==> src/rtl/serial_add_sequencer.sv <==
// Bit-serial adder front end: streams WIDTH-bit operands LSB first through an
// external one-bit full adder and reassembles the sum and carry-out.
module serial_add_sequencer #(
    parameter int WIDTH  = 8,
    parameter int FA_LAT = 1
) (
    input  logic             clk,
    input  logic             resetn,
    input  logic             in_valid,
    output logic             in_ready,
    input  logic [WIDTH-1:0] in_a,
    input  logic [WIDTH-1:0] in_b,
    input  logic             in_cin,
    output logic             fa_a,
    output logic             fa_b,
    output logic             fa_cin,
    input  logic [1:0]       fa_s,
    output logic             out_valid,
    input  logic             out_ready,
    output logic [WIDTH-1:0] out_sum,
    output logic             out_cout,
    output logic             busy
);

    localparam int CW = (WIDTH > 1) ? $clog2(WIDTH) : 1;

    typedef enum logic [1:0] {IDLE, ISSUE, WAIT, DONE} state_t;

    state_t           state, state_nxt;
    logic [WIDTH-1:0] a_sh, b_sh, res;
    logic             carry;
    logic [CW-1:0]    idx;
    logic             sample;
    logic             last;

    always_comb begin
        state_nxt = state;
        sample    = 1'b0;
        in_ready  = 1'b0;
        fa_a      = 1'b0;
        fa_b      = 1'b0;
        fa_cin    = 1'b0;
        last      = (idx == CW'(WIDTH - 1));
        case (state)
            IDLE: begin
                in_ready = 1'b1;
                if (in_valid) state_nxt = ISSUE;
            end
            ISSUE: begin
                fa_a   = a_sh[0];
                fa_b   = b_sh[0];
                fa_cin = carry;
                // Combinational adder answers in the same cycle; otherwise wait one.
                if (FA_LAT == 0) begin
                    sample    = 1'b1;
                    state_nxt = last ? DONE : ISSUE;
                end else begin
                    state_nxt = WAIT;
                end
            end
            WAIT: begin
                fa_a      = a_sh[0];
                fa_b      = b_sh[0];
                fa_cin    = carry;
                sample    = 1'b1;
                state_nxt = last ? DONE : ISSUE;
            end
            DONE: begin
                if (out_ready) state_nxt = IDLE;
            end
            default: state_nxt = IDLE;
        endcase
    end

    always_ff @(posedge clk) begin
        if (!resetn) begin
            state <= IDLE;
            a_sh  <= '0;
            b_sh  <= '0;
            res   <= '0;
            carry <= 1'b0;
            idx   <= '0;
        end else begin
            state <= state_nxt;
            if (state == IDLE && in_valid) begin
                a_sh  <= in_a;
                b_sh  <= in_b;
                carry <= in_cin;
                idx   <= '0;
            end
            if (sample) begin
                res[idx] <= fa_s[0];
                carry    <= fa_s[1];
                a_sh     <= a_sh >> 1;
                b_sh     <= b_sh >> 1;
                idx      <= idx + CW'(1);
            end
        end
    end

    assign out_valid = (state == DONE);
    assign busy      = (state != IDLE);
    assign out_sum   = res;
    assign out_cout  = carry;

endmodule
==> config.mk <==
export PLATFORM = sky130hd
export DESIGN_NAME = serial_add_sequencer
export DESIGN_NICKNAME = d
export VERILOG_FILES = /design/src/rtl/serial_add_sequencer.sv
export SDC_FILE = /design/constraint.sdc
export NUM_CORES = 1
export LEC_CHECK = 0
export CAP_MARGIN = 20
export CORE_ASPECT_RATIO = 0.8
export CORE_MARGIN = 1
export CORE_UTILIZATION = 52
export CTS_CLUSTER_SIZE = 40
export DETAILED_ROUTE_END_ITERATION = 7
export PLACE_DENSITY = 0.84
export REMOVE_ABC_BUFFERS = 1
export SLEW_MARGIN = 10
export SYNTH_ARGS = -nofsm -noshare
export SYNTH_HDL_FRONTEND = slang
export SYNTH_SLANG_ARGS = --single-unit
export TNS_END_PERCENT = 10
==> constraint.sdc <==
create_clock -name clk -period 4.25 [get_ports clk]
set_input_delay 0.6375 -clock clk [delete_from_list [all_inputs] [get_ports clk]]
set_output_delay 0.6375 -clock clk [all_outputs]
set_load 0.1 [all_outputs]
==> run summary <==
Outcome: completed
Post-Syn Instances: 148
Via count: 1160
Core area: 2560 um2
Final Setup Violations: 0
Post-route insts no fill: 218
Fraction of layout cells with a size suffix above 1: 0.0714
Hold_sp: b_sh[7]$_SDFFE_PP0P_
Syn_area_per_cell: 10.0 um2
Initial Util: 0.578
CP Max Fanout: 4
Final GP Congestion: 0.713
Flops & latches, synth: 30
Num CTS Buffers: 5
Root buffer cell: clkbuf_4
Hold-fix buffers at CTS: 0
Wirelength per Cell: 13.2 um
Reg power frac: 0.360
Die area: 3070 um2
Cell Area, Synth: 1480 um2
Hold path depth: 2
Clk slew on worst S/H paths: 80 ps
First-pass GRT wire length: 4.71 mm
Pleak: 0.000712 uW
ANT cells: 0
FILL cells: 209
NetSw: 472 uW
Final Util: 0.729
Synth Flop Type: dfxtp_1
Synth async-reset ratio: 0
Synth Warn #: 0
Pre-CTS setup slack: 1570 ps
Worst Max-Slew Pin Slew: 967 ps
Combinational power share: 0.476
CP endpoint kind: output port
Detail Route Antenna Nets: 0
Drt first pass iters: 4
Min Hold Slack: 478 ps
Number of setup buffers added after CTS: 0
Area of the multi-input gates: 767 um2
Chip width: 61.7 um
Area Growth Syn to Fin: 26.3%
Final period utilization: 0.708
Register area share after synthesis: 0.406
Post-CTS sizing: 0
CTS tree: done
Row cnt: 16
Placed Cells incl. Taps: 210
Max_cap viols: 0
GRT Total Usage: 0.209
Worst Skew: 13.9 ps
Setup_tns: 0 ps
Hold Path Class: flop to flop
R2r endpoint: b_sh[5]$_SDFFE_PN0P_
Clk sinks: 30
CP startpoint: state[1]$_SDFFE_PN0P_
Clk pwr share: 0.164
Final WS setup: 1240 ps
Headroom to the max-slew limit: 0.353
Antenna violations before repair: 0
Number of global-route vias before repair: 1109
PD cells: 566 nW/um2
Global route overflow: 0
1st-iter DRT viols: 21
F_max: 332 MHz
Vias/cell: 5.32
Nets: 210
DRC: 0
Pin count of the biggest net entering global routing: 32
Routed Wire Length: 2.87 mm
Crit start category: flop
Clock Tree Buf Depth: 2
Pint: 587 uW
Worst hold endpoint: b_sh[7]$_SDFFE_PP0P_
Final hold vios: 0
Switching Fraction: 0.446
R2r worst-path depth: 6
WP data required: 3610 ps
PortBufs: 37
Detailed Place HPWL: 2.12 mm
CP arrival: 2370 ps
Reg-to-Reg Start: state[0]$_SDFFE_PN0P_
Min Tclk post-route: 3010 ps
EDFF count, synth: 0
R2R Setup Slk: 2340 ps
Storage element area: 601 um2
Setup CP Type: flop to output port
Peak supply drop: 0.000294 V
IO Pins: 38
RSZ-0062 raised after global routing: no
Clk_lat worst skew: 320 ps
Synth unique cells: 30
DIE HEIGHT: 49.7 um
CTS H-tree depth: 2
Slew Viols, Final: 0
metal layers:
metal	track usage	vias up	wire length, um
met5	0	-	0
met4	0.0667	0	38
met3	0.0551	4	108
met2	0.369	24	1400
met1	0.240	536	1320
li1	-	596	-
cell usage in the layout (no fill, tap or decap), types with 2 or more instances in the layout:
master	instances
nor2b_1	2
mux2i_1	24
and2_1	3
a21oi_1	3
a211oi_2	2
inv_1	3
clkbuf_4	5
dfxtp_1	30
a211oi_1	13
nand4b_1	3
ha_1	6
nor2_1	27
nand3_1	2
clkdlybuf4s50_1	37
nand2_1	4
and4bb_1	3
a22oi_1	2
Yosys cell counts, types with 3 or more instances:
master | n | area (um2)
ha_1 | 6 | 75.1
inv_1 | 3 | 11.3
a21oi_1 | 3 | 15.0
mux2i_1 | 24 | 240
buf_2 | 3 | 15.0
dfxtp_1 | 30 | 601
and4bb_1 | 3 | 37.5
a211oi_1 | 13 | 97.6
and2_1 | 3 | 18.8
nand4b_1 | 3 | 26.3
nor2_1 | 27 | 101
buf_6 | 4 | 45.0
nand2_1 | 4 | 15.0
critical path, stage by stage (launching register included):
cell             delay (ps)
dfxtp_1                 390
inv_1                    90
ha_1                    330
and2_1                  130
clkdlybuf4s50_1        1120
power by group through the flow:
stage | combinational, uW | sequential (uW) | clock, uW
global route | 534 | 390 | 195
global placement | 484 | 382 | 0
CTS | 504 | 382 | 180
detailed placement | 503 | 388 | 0
floorplan | 361 | 408 | 0
finish | 503 | 381 | 174
cell families (layout without fill, tap and decap cells):
kind of cell,Yosys count,in the layout,synth area share
muxes,24,24,0.162
and+or+nand+nor,47,47,0.174
adders and majority gates,6,6,0.0507
AOI/OAI and AO/OA,25,25,0.131
buffers and inverters,16,50,0.0761
DFF,30,30,0.406
how the worst max path moves through the flow:
stage / to / slack (ps) / depth (start not counted)
after floorplan: fa_cin / 1800 / 1
after global placement: fa_b / 1620 / 4
after detailed placement: fa_b / 1570 / 4
after CTS: fa_b / 1220 / 4
after global routing: fa_a / 1140 / 4
final: fa_b / 1240 / 4
through the flow:
step | total power, uW | cell area (um2)
after detailed placement | 891 | 1810
after CTS | 1070 | 1870
final | 1060 | 1870
after global routing | 1120 | 1870
after floorplan | 769 | 1380
after global placement | 866 | 1810
registers in the layout, summed over array words and instances (netlist names):
register and flops:
idx 3, b_sh 8, out_cout 1, state 2, a_sh 8, out_sum 8
cell type report:
cell class,instances,area share
Tap cell,36,0.0241
Clock inverter,2,0.00669
Clock buffer,6,0.0274
Multi-Input combinational cell,102,0.410
Inverter,4,0.00803
Sequential cell,30,0.321
Timing Repair Buffer,38,0.202
Note: power is estimated with default switching activity, not from simulation.
